$ cat src/rtl/ifu_pkg.sv
// Shared types and defaults for the instruction fetch unit.
// The FSM state is exported so checkers and benches can observe it directly.
package ifu_pkg;

    typedef enum logic [1:0] {
        ST_IDLE  = 2'd0,
        ST_REQ   = 2'd1,
        ST_FULL  = 2'd2,
        ST_DRAIN = 2'd3
    } ifu_state_t;

    localparam logic [31:0] RESET_PC_DEFAULT = 32'h0000_0000;
    localparam int          QDEPTH_DEFAULT   = 2;
    localparam int          ENTRY_W          = 64;

    function automatic logic [31:0] word_align(input logic [31:0] a);
        return {a[31:2], 2'b00};
    endfunction

endpackage

$ cat src/rtl/ifu_queue.sv
// Small FIFO of {pc, inst} entries. Entry 0 is always the head, so the head is a plain
// register and keeps its last value when the queue drains or is flushed.
module ifu_queue
    import ifu_pkg::*;
#(
    parameter int DEPTH = QDEPTH_DEFAULT,
    localparam int CW = $clog2(DEPTH + 1)
) (
    input  logic               clk,
    input  logic               rst,
    input  logic               push,
    input  logic               pop,
    input  logic               flush,
    input  logic [ENTRY_W-1:0] din,
    output logic [ENTRY_W-1:0] head,
    output logic [CW-1:0]      count,
    output logic               full,
    output logic               empty
);

    logic [ENTRY_W-1:0] mem [DEPTH];
    logic               do_push;
    logic               do_pop;
    logic [CW-1:0]      wr_idx;

    assign empty   = (count == '0);
    assign full    = (count == CW'(DEPTH));
    assign do_pop  = pop & ~empty;
    assign do_push = push & (~full | do_pop);
    assign wr_idx  = do_pop ? count - 1'b1 : count;
    assign head    = mem[0];

    // Entries shift toward the head on pop; the last live entry is never shifted out,
    // so a pop that empties the queue leaves the head value untouched.
    always_ff @(posedge clk or posedge rst) begin
        if (rst) begin
            count <= '0;
            for (int i = 0; i < DEPTH; i++) begin
                mem[i] <= '0;
            end
        end else if (flush) begin
            count <= '0;
        end else begin
            if (do_pop) begin
                for (int i = 0; i < DEPTH - 1; i++) begin
                    if (CW'(i + 1) < count) begin
                        mem[i] <= mem[i + 1];
                    end
                end
            end
            for (int i = 0; i < DEPTH; i++) begin
                if (do_push && (wr_idx == CW'(i))) begin
                    mem[i] <= din;
                end
            end
            count <= count + CW'(do_push) - CW'(do_pop);
        end
    end

endmodule

$ cat src/rtl/ifu.sv
// Instruction fetch unit: one outstanding memory request feeding a small queue to the
// decoder, with decoder-driven redirects that flush the queue and drain stale responses.
module ifu
    import ifu_pkg::*;
#(
    parameter logic [31:0] RESET_PC = RESET_PC_DEFAULT,
    parameter int          QDEPTH   = QDEPTH_DEFAULT
) (
    input  logic        clk,
    input  logic        rst,
    output logic        imem_ce,
    output logic [31:0] imem_addr,
    input  logic        imem_ack,
    input  logic [31:0] imem_rdata,
    output logic        inst_valid,
    input  logic        inst_ready,
    output logic [31:0] inst,
    output logic [31:0] pc,
    input  logic        jCe,
    input  logic [31:0] jAddr,
    output ifu_state_t  state_dbg
);

    localparam int CW = $clog2(QDEPTH + 1);
    localparam logic [CW:0] QD = (CW + 1)'(QDEPTH);

    // Handshakes: the decoder consumes the head on a cycle with inst_valid & inst_ready;
    // a memory request is live while imem_ce=1 and completes on the cycle imem_ack=1.
    ifu_state_t   state, state_nxt;
    logic [31:0]  fetch_pc, fetch_pc_nxt;
    logic [31:0]  tgt_pc, tgt_pc_nxt;
    logic         redirect;
    logic         q_push, q_pop, q_full, q_empty;
    logic [CW-1:0] q_count;
    logic [CW:0]  occ_after;
    logic [ENTRY_W-1:0] q_head;

    assign redirect  = jCe & inst_valid & inst_ready;
    assign q_pop     = inst_ready;
    assign q_push    = imem_ack & (state == ST_REQ) & ~redirect & ~q_full;
    assign occ_after = {1'b0, q_count} + (CW + 1)'(q_push) - (CW + 1)'(q_pop & ~q_empty);

    assign imem_ce    = (state == ST_REQ) | (state == ST_DRAIN);
    assign imem_addr  = fetch_pc;
    assign inst_valid = ~q_empty;
    assign pc         = q_head[63:32];
    assign inst       = q_head[31:0];
    assign state_dbg  = state;

    ifu_queue #(.DEPTH(QDEPTH)) u_queue (
        .clk   (clk),
        .rst   (rst),
        .push  (q_push),
        .pop   (q_pop),
        .flush (redirect),
        .din   ({fetch_pc, imem_rdata}),
        .head  (q_head),
        .count (q_count),
        .full  (q_full),
        .empty (q_empty)
    );

    always_ff @(posedge clk or posedge rst) begin
        if (rst) begin
            state    <= ST_IDLE;
            fetch_pc <= RESET_PC;
            tgt_pc   <= RESET_PC;
        end else begin
            state    <= state_nxt;
            fetch_pc <= fetch_pc_nxt;
            tgt_pc   <= tgt_pc_nxt;
        end
    end

    // fetch_pc is the address of the live request (or the next one to issue); during
    // DRAIN it still holds the stale address and the redirect target waits in tgt_pc.
    always_comb begin
        state_nxt    = state;
        fetch_pc_nxt = fetch_pc;
        tgt_pc_nxt   = tgt_pc;
        unique case (state)
            // IDLE ignores any ack, which drops a response left over from before reset.
            ST_IDLE: begin
                if (occ_after < QD) begin
                    state_nxt = ST_REQ;
                end
            end
            ST_REQ: begin
                if (imem_ack) begin
                    if (redirect) begin
                        fetch_pc_nxt = word_align(jAddr);
                        state_nxt    = ST_REQ;
                    end else begin
                        fetch_pc_nxt = fetch_pc + 32'd4;
                        state_nxt    = (occ_after < QD) ? ST_REQ : ST_FULL;
                    end
                end else if (redirect) begin
                    tgt_pc_nxt = word_align(jAddr);
                    state_nxt  = ST_DRAIN;
                end
            end
            ST_FULL: begin
                if (redirect) begin
                    fetch_pc_nxt = word_align(jAddr);
                    state_nxt    = ST_REQ;
                end else if (inst_valid & inst_ready) begin
                    state_nxt = ST_REQ;
                end
            end
            ST_DRAIN: begin
                if (redirect) begin
                    tgt_pc_nxt = word_align(jAddr);
                end
                if (imem_ack) begin
                    fetch_pc_nxt = redirect ? word_align(jAddr) : tgt_pc;
                    state_nxt    = ST_REQ;
                end
            end
            default: state_nxt = ST_IDLE;
        endcase
    end

endmodule

$ cat config.mk
export PLATFORM = sky130hd
export DESIGN_NAME = ifu
export DESIGN_NICKNAME = d
export VERILOG_FILES = /design/src/rtl/ifu_pkg.sv /design/src/rtl/ifu_queue.sv /design/src/rtl/ifu.sv
export SDC_FILE = /design/constraint.sdc
export NUM_CORES = 1
export LEC_CHECK = 0
export ABC_AREA = 1
export CELL_PAD_IN_SITES_DETAIL_PLACEMENT = 1
export CELL_PAD_IN_SITES_GLOBAL_PLACEMENT = 1
export CORE_MARGIN = 8
export CORE_UTILIZATION = 43
export DETAILED_ROUTE_END_ITERATION = 8
export GPL_TIMING_DRIVEN = 0
export PLACE_DENSITY_LB_ADDON = 0.1
export SYNTH_ARGS = -nofsm -noshare
export SYNTH_HDL_FRONTEND = slang
export SYNTH_SLANG_ARGS = --single-unit
$ cat constraint.sdc
create_clock -name clk -period 12.6 [get_ports clk]
set_input_delay 1.89 -clock clk [delete_from_list [all_inputs] [get_ports clk]]
set_output_delay 1.89 -clock clk [all_outputs]
set_load 0.02 [all_outputs]
==> flow_summary_export.csv, run 1 <==
group,metric,value,unit
sta,finalHoldViolCount,0,
floorplanning,fp-row-count,56,
floorplanning,die_h,170,µm
clock_tree,cts_buffer_depth,2,
power,power,0.00350,W
worst_setup_path,crit_arrival,4.33,ns
sta,slew_viol_final,0,
clock_tree,cts_hold_buf,0,
power,p_clk_frac,0.156,
finish,fin_util,0.550,
clock_tree,cts_max_level,4,
floorplanning,ios,169,
power,p_sw,0.00151,W
placement,io_buffers,166,
clock_tree,cts.sinks,196,
route,dr.pass1.iters,5,
power,p_seq_frac,0.328,
sta,slew_headroom,0.560,
worst_setup_path,end_kind,"register",
route,wl,31900,µm
global_route,grt.overflow.total,0,
sta,finalCritPeriodShare,0.321,
power,combPwrFrac,0.517,
sta,fin_hold_ws,0.476,ns
sta,max_freq,0.248,GHz
logic_synthesis,synth_edf_count,0,
logic_synthesis,syn_inst,1308,
placement,dp_cells,1794,
finish,final_cells,1825,
finish,nets,1570,
global_route,grt_pass1_vias,10002,
logic_synthesis,synth.avg_cell_area,7.80,µm²
logic_synthesis,yosysUniqueCellTypes,35,
worst_hold_path,hold_path_depth,2,
clock_tree,cts_made_buffers,17,
worst_setup_path,worstPathRequired,12.89,ns
placement,place_hpwl,24000,µm
power,p_sw_frac,0.433,
route,remaining_drc_errors,0,
clock_tree,cts_tree,"built",
global_route,grt_pass1_wl,51800,µm
placement,place_congestion,0.861,
sta,fin_crit,4.04,ns
worst_setup_path,crit_fanout,10,
clock_tree,cts_setup_buffers,0,
worst_setup_path,reg2reg_depth,14,
outcome,status,"finished clean",
floorplanning,die_area,28900,µm²
power,max-vdd-ir-drop,0.111,mV
power,p_per_area,272,nW/µm²
clock_tree,cts-root-buf,"clkbuf_16",
clock_tree,cts.repair.resized,0,
worst_setup_path,path_class,"input pin to register",
route,ant_nets,0,
sta,clock_skew,0.0189,ns
floorplanning,start_util,0.436,
route,wl_per_cell,17.5,µm
power,leakage,5.96,nW
logic_synthesis,synth_flop_cell,"dfrtp_1",
logic_synthesis,synth_nets,1384,
finish,drive_gt1_frac,0.124,
global_route,grt_max_degree,114,
logic_synthesis,yosysWarnings,0,
route,drtIter0Drc,526,
logic_synthesis,yosysSeqAreaShare,0.481,
clock_tree,path_clk_slew,0.08,ns
power,intPower,0.00198,W
sta,fin_setup_tns,0,ns
sta,rsz0062_at_grt,"false",
finish,antenna_cells,0,
finish,syn_to_final_growth,26.2,%
sta,setup_violations,0,
worst_hold_path,worstHoldPathType,"register to register",
job,maxCapViolations,0,
global_route,antenna_found_initial,0,
worst_setup_path,start_kind,"input pin",
route,num_vias,9288,
clock_tree,clk_latency,0.43,ns
floorplanning,die_w,170,µm
floorplanning,coreArea,23400,µm²
global_route,grt_usage,0.225,
logic_synthesis,synth_area,10200,µm²
route,avgViaCountPerCell,5.09,
logic_synthesis,synth-seq-cells,196,
sta,tightest_slew,0.659,ns
logic_synthesis,synthArstFlopShare,1.00,
==> state kept, by name, indices dropped and copies added, names as in the netlist <==
register,cells
state_dbg,2
imem_addr,32
u_queue.mem,64
u_queue.head,64
u_queue.count,2
tgt_pc,32
==> placed cells by master, fill, tap and decap left out, types with 3 or more instances in the layout <==
| master | netlist | final |
|---|---|---|
| nand3_1 | 22 | 22 |
| o211ai_1 | 7 | 7 |
| a21oi_1 | 116 | 116 |
| nor2_1 | 209 | 209 |
| a211oi_1 | 11 | 11 |
| dfrtp_1 | 196 | 196 |
| clkbuf_1 | 17 | 18 |
| inv_8 | 0 | 4 |
| clkinvlp_4 | 0 | 4 |
| nand2_1 | 322 | 322 |
| clkdlybuf4s50_1 | 0 | 166 |
| a31oi_1 | 7 | 7 |
| nor3_1 | 4 | 4 |
| o22ai_1 | 5 | 5 |
| buf_2 | 24 | 24 |
| a21oi_2 | 37 | 37 |
| clkbuf_16 | 0 | 17 |
| inv_1 | 113 | 112 |
| buf_6 | 4 | 4 |
| o21ai_0 | 103 | 103 |
| ha_1 | 6 | 6 |
| inv_2 | 3 | 3 |
| a32oi_1 | 3 | 3 |
| buf_4 | 80 | 80 |
==> layout make-up <==
type,count,area [µm²]
buffer,127,837
multi-input combinational,868,4020
sequential,196,4900
fill,2957,10500
tap,319,399
clock buffer,18,429
timing repair buffer,167,1690
inverter,117,449
clock inverter,13,145
==> metrics by stage <==
| stage | cell area, µm² | setup slack, ns |
|---|---|---|
| detailed placement | 12300 | 8.13 |
| global placement | 12300 | 2.46 |
| global route | 12900 | 8.39 |
| finish | 12900 | 8.56 |
| CTS | 12900 | 8.57 |
| floorplan | 10200 | 5.37 |
==> layer usage <==
layer | track usage | up-vias | part of all wire
li1 | - | 4481 | -
met1 | 0.282 | 4526 | 0.45
met2 | 0.388 | 224 | 0.48
met3 | 0.0378 | 57 | 0.041
met4 | 0.0740 | 0 | 0.028
met5 | 0 | - | 0
==> logic make-up (layout without fill, tap and decap cells) <==
kind of cell | count (synthesis) | count (layout) | share of synthesized area
buffers and inverters | 244 | 442 | 0.125
adders and majority gates | 7 | 7 | 0.00932
AOI/OAI and AO/OA | 294 | 294 | 0.166
DFF | 196 | 196 | 0.481
xor gates and xnor gates | 1 | 1 | 0.000859
and+or+nand+nor | 566 | 566 | 0.217
==> critical path, cell delays in order <==
cell,delay [ns]
clkdlybuf4s50_1,0.49
inv_2,0.05
nor2_4,0.19
nand2_8,0.13
nand2_8,0.12
inv_4,0.08
nand2_2,0.10
nor2_4,0.05
ha_1,0.21
fa_1,0.46
a21oi_1,0.12
o21ai_0,0.12
a311oi_1,0.25
a21oi_1,0.07
==> path summary, 6_finish.rpt <==
check                                   end  slack [ns]        startpoint
max                            state_dbg[1]        8.56        inst_ready
min                              tgt_pc[15]        0.48        tgt_pc[15]
max reg2reg                    state_dbg[1]        9.73  u_queue.count[1]
min reg2reg                      tgt_pc[15]        0.48        tgt_pc[15]
max in group asynchronous     imem_addr[29]        9.61               rst
min in group asynchronous  u_queue.head[18]        1.95               rst
==> synth_stat cells, types with 2 or more instances <==
cell,number,area [µm²]
nand2_8,2,40.0
nor3_1,4,20.0
inv_1,113,424
buf_4,80,601
inv_2,3,11.3
nand2_1,322,1210
a32oi_1,3,26.3
o211ai_1,7,52.6
nand2_2,2,12.5
nand3_1,22,110
buf_6,4,45.0
nor2_4,2,22.5
dfrtp_1,196,4900
ha_1,6,75.1
a211oi_1,11,82.6
buf_2,24,120
clkbuf_1,17,63.8
o22ai_1,5,31.3
buf_1,2,7.51
a21oi_1,116,581
nor2_1,209,785
a21oi_2,37,324
a31oi_1,7,43.8
o21ai_0,103,515
==> power groups by stage <==
stage | logic, W | clock network, W | registers, W
floorplan | 0.00111 | 0 | 0.00115
global placement | 0.00175 | 0 | 0.00114
detailed placement | 0.00181 | 0 | 0.00116
CTS | 0.00183 | 0.000552 | 0.00115
global route | 0.00198 | 0.000576 | 0.00119
finish | 0.00181 | 0.000545 | 0.00115
Power figures use the tool's default switching activity.
==> inputs of run 2 (changes only) <==
--- a/config.mk
+++ b/config.mk
@@ -9,7 +9,7 @@
 export CELL_PAD_IN_SITES_DETAIL_PLACEMENT = 1
 export CELL_PAD_IN_SITES_GLOBAL_PLACEMENT = 1
 export CORE_MARGIN = 8
-export CORE_UTILIZATION = 43
+export CORE_UTILIZATION = 36
 export DETAILED_ROUTE_END_ITERATION = 8
 export GPL_TIMING_DRIVEN = 0
 export PLACE_DENSITY_LB_ADDON = 0.1
==> constraint.sdc (replaced) <==
create_clock -name clk -period 3.6 [get_ports clk]
set_input_delay 0.54 -clock clk [delete_from_list [all_inputs] [get_ports clk]]
set_output_delay 0.54 -clock clk [all_outputs]
set_load 0.02 [all_outputs]
==> run 2 against run 1 <==
Via count is 3.4% lower. Global-route usage is 3.6 points lower. Die area is 18% higher. Critical path type is now register to register. Critical endpoint unchanged. Total power grew to 3.5 times the previous value. Hold slack worse by 0.044 ns. Utilization is 8.1 points lower.
==> flow_summary_export.csv, run 2 (synthesis results as in run 1) <==
group,metric,value,unit
outcome,status,"finished clean",
sta,fin_hold_ws,0.432,ns
power,p_seq_frac,0.327,
sta,finalCritPeriodShare,0.812,
worst_hold_path,worstHoldPathType,"input pin to asynchronous set/reset pin",
placement,place_congestion,0.858,
worst_setup_path,end_kind,"register",
clock_tree,cts_max_level,4,
global_route,grt_max_degree,38,
route,avgViaCountPerCell,4.75,
global_route,grt_usage,0.189,
placement,io_buffers,166,
floorplanning,start_util,0.366,
clock_tree,path_clk_slew,0.08,ns
clock_tree,cts_setup_buffers,0,
power,p_clk_frac,0.162,
route,wl_per_cell,16.7,µm
power,intPower,0.00702,W
worst_setup_path,worstPathRequired,3.90,ns
finish,syn_to_final_growth,28.1,%
clock_tree,cts_made_buffers,17,
sta,tightest_slew,0.584,ns
power,p_sw_frac,0.427,
clock_tree,cts.sinks,196,
power,p_sw,0.00522,W
finish,antenna_cells,0,
clock_tree,clk_latency,0.45,ns
placement,place_ws,0.405,ns
route,remaining_drc_errors,0,
sta,slew_headroom,0.609,
floorplanning,coreArea,27900,µm²
power,leakage,6.02,nW
clock_tree,cts_hold_buf,0,
sta,final.setup.worst_slack,0.677,ns
power,power,0.0122,W
route,wl,31600,µm
floorplanning,die_w,184,µm
route,dr.pass1.iters,5,
clock_tree,cts.repair.resized,0,
sta,setup_violations,0,
placement,dp_cells,1858,
sta,rsz0062_at_grt,"false",
route,drtIter0Drc,555,
sta,max_freq,0.342,GHz
finish,nets,1575,
floorplanning,die_area,34000,µm²
global_route,antenna_found_initial,0,
floorplanning,ios,169,
worst_setup_path,crit_fanout,10,
finish,fin_util,0.469,
global_route,grt.overflow.total,0,
sta,fin_crit,2.92,ns
route,ant_nets,0,
placement,place_hpwl,24700,µm
power,combPwrFrac,0.511,
sta,clock_skew,0.0148,ns
clock_tree,cts_buffer_depth,2,
worst_setup_path,path_class,"register to register",
sta,finalHoldViolCount,0,
finish,final_cells,1890,
sta,slew_viol_final,0,
power,p_per_area,937,nW/µm²
power,max-vdd-ir-drop,0.358,mV
worst_setup_path,crit_arrival,3.22,ns
floorplanning,die_h,184,µm
floorplanning,fp-row-count,61,
finish,final_cell_mix,"nand2_1 (322), nor2_1 (209), dfrtp_1 (196)",
worst_setup_path,start_kind,"register",
clock_tree,cts_tree,"built",
finish,final_common_cell,"nand2_1",
global_route,grt_pass1_wl,51200,µm
global_route,grt_pass1_vias,9544,
route,num_vias,8969,
job,maxCapViolations,0,
clock_tree,cts-root-buf,"clkbuf_16",
finish,drive_gt1_frac,0.127,
run 2: cell types whose count changed in the layout (fill, tap and decap cells not counted):
cell,delta
inv_8,-2
buf_12,+5
inv_6,+1
clkbuf_1,+1
bufinv_16,+1
clkinv_4,+2
clkinvlp_4,-2
run 2: power groups by stage:
stage / combinational (W) / sequential (W) / clock (W)
CTS: 0.00637 / 0.00401 / 0.00204
floorplan: 0.00388 / 0.00404 / 0
global placement: 0.00616 / 0.00400 / 0
global route: 0.00691 / 0.00415 / 0.00212
detailed placement: 0.00633 / 0.00406 / 0
finish: 0.00626 / 0.00401 / 0.00198
run 2: final timing paths:
path	from	depth (start not counted)	endpoint	slack, ns
worst max register to register	u_queue.count[1]	14	state_dbg[1]	0.68
worst min register to register	tgt_pc[13]	2	tgt_pc[13]	0.48
worst min-delay path	rst	2	u_queue.head[29]	0.43
min in group clk	tgt_pc[13]	2	tgt_pc[13]	0.48
worst max-delay path	u_queue.count[1]	14	state_dbg[1]	0.68
max in group asynchronous	rst	5	tgt_pc[26]	2.17
run 2: worst max-delay path, stage by stage (launching register included):
cell      delay, ns
dfrtp_1        0.41
inv_1          0.13
ha_1           0.25
nor2_4         0.23
nand2_8        0.13
nand2_8        0.12
inv_4          0.08
nand2_2        0.11
nor2_4         0.05
ha_1           0.21
fa_1           0.46
a21oi_1        0.12
o21ai_0        0.12
a311oi_1       0.26
a21oi_1        0.09
run 2: cell type report:
cell class / count / area [µm²]
Sequential cell: 196 / 4900
Buffer: 127 / 837
Tap cell: 378 / 473
Multi-Input combinational cell: 868 / 4020
Clock inverter: 13 / 168
Fill cell: 3393 / 14800
Timing Repair Buffer: 172 / 1790
Clock buffer: 19 / 433
Inverter: 117 / 445
run 2: per-stage QoR:
step	area, µm²	setup TNS, ns
detailed placement	12500	0
global placement	12300	-245.47
CTS	13100	0
global route	13100	0
finish	13100	0
floorplan	10200	0
run 2: per-layer routing:
metal	share of wire	GRT usage	vias to the layer above
li1	-	-	4484
met4	0.013	0.0503	0
met5	0	0	-
met1	0.48	0.254	4302
met2	0.47	0.311	161
met3	0.039	0.0313	22
==> variant, RTL diff (settings of run 2) <==
Reset style: synchronous (`rst`), changed in 2 clocked blocks.
--- a/src/rtl/ifu_queue.sv
+++ b/src/rtl/ifu_queue.sv
@@ -34,3 +34,3 @@
     // so a pop that empties the queue leaves the head value untouched.
-    always_ff @(posedge clk or posedge rst) begin
+    always_ff @(posedge clk) begin
         if (rst) begin
--- a/src/rtl/ifu.sv
+++ b/src/rtl/ifu.sv
@@ -62,3 +62,3 @@
 
-    always_ff @(posedge clk or posedge rst) begin
+    always_ff @(posedge clk) begin
         if (rst) begin
Check against the original RTL: differs if rst is asserted again (counterexample within 4 cycles, from zero or initial values and one cycle with rst high); with rst held inactive, the same outputs for 4 cycles.
==> variant against run 2 <==
  * Final cell count decreased by 0.58%
  * Setup slack got worse by 26 ps
  * Fmax decreased by 0.89%
  * Via count about the same
  * Synthesized area increased by 2.4%
  * Non-clock buffer count decreased by 6
  * Clock skew increased by 3.7 ps
  * Sequential cell count unchanged
  * Wire length about the same
  * Sequential share of layout area increased by 2.0 points
  * Final area increased by 0.86%
  * Critical endpoint is now u_queue.mem[0][73]
Power is not compared: it rests on default switching activity, and its combinational part moved more than twofold at a synthesized area within 25%.
==> variant: results (changes against run 2) <==
[yosys]
synthTopCellsByArea=edfxtp_1 37%, dfxtp_1 13%, nand2_1 12%
synthesis.nets=1375  ; -0.65%
synth_edf_count=128  ; +128
synthCells=1298  ; -0.76%
ys_seq_area_share_pct=49.8  ; +1.8 points
ys_async_sr_fraction_pct=0  ; -100 points
yosys-top-cells-count=335 x nand2_1, 176 x inv_1, 142 x nor2_1

[setup_path]
r2r_cells=11  ; -3
crit_arrival_ps=3140  ; -80 ps
crit_family=buffers and inverters
crit_path_top_delay_cell=dfxtp_1

[route]
num_vias=8975  ; +0.067%
wire_per_inst_um=16.8  ; +0.58%
viasPerCell=4.78  ; +0.65%

[placement]
dpl.cell_count=1848  ; -0.54%
dpl.hpwl_um=24600  ; -0.21%
dpl_worst_slack_ps=406  ; +1.44 ps
dpl_cell_area_um2=12600  ; +1.1%
gp_congestion=0.874  ; +1.9%

[power]
power_leakage_nw=5.69

[grt]
grt_pass1_wl_um=50300  ; -1.8%
grt_pass1_vias=9296  ; -2.6%
grt_max_degree=65  ; +71%

[cells_and_area]
drive_gt1_share_pct=10.2  ; -2.5 points
nNetsFinal=1560  ; -0.95%

[min_path]
hold_path_class=reg -> reg

[timing]
finClkSkew_ps=18.5  ; +3.68 ps

[run_status]
status=finished, final reports clean

-- variant: cell count changes after synthesis, sizes merged, moves of 37 or more --
cell | before | now
dfrtp | 196 | 0
a21oi | 153 | 58
dfxtp | 0 | 68
inv | 117 | 180
edfxtp | 0 | 128
o21ai | 104 | 141
nor2 | 211 | 147
-- variant: area by class of cell --
| type | instances | area [um2] |
|---|---|---|
| plain buffers | 127 | 926 |
| flip-flops and latches | 196 | 5200 |
| clock buffers | 17 | 425 |
| fillers | 3427 | 15400 |
| repair buffers | 166 | 1660 |
| well taps | 384 | 480 |
| clock inverters | 14 | 153 |
| inverters | 180 | 676 |
| multi-input cells | 795 | 3650 |
-- variant: worst paths after layout --
| path | startpoint | end | slack [ps] |
|---|---|---|---|
| worst min register to register | tgt_pc[1] | tgt_pc[1] | 450 |
| worst max register to register | u_queue.count[1] | u_queue.mem[0][73] | 650 |
| worst min-delay path | tgt_pc[1] | tgt_pc[1] | 450 |
| worst max-delay path | u_queue.count[1] | u_queue.mem[0][73] | 650 |
-- variant: routing by layer --
metal  vias up  GRT usage [%]  part of all wire (%)
li1       4491              -                     -
met1      4252           22.2                    45
met2       202           31.5                    48
met3        30           3.32                   4.6
met4         0           4.99                   1.8
met5         -              0                     0
-- variant: power breakdown --
part | internal [mW] | switching (mW)
clock network | 0.931 | 0.982
registers | 2.85 | 0.271
logic | 1.18 | 1.79
total | 4.96 | 3.05
-- variant: logic make-up (layout without fill, tap and decap cells) --
kind of cell	Yosys count	after routing	synth area share, %
adder cells (fa/ha/maj)	8	8	1.03
AND/OR/NAND/NOR	539	539	20.6
buffers and inverters	307	504	15.3
AO/OA/AOI/OAI	242	242	12.7
XOR/XNOR	6	6	0.503
flip-flops	196	196	49.8
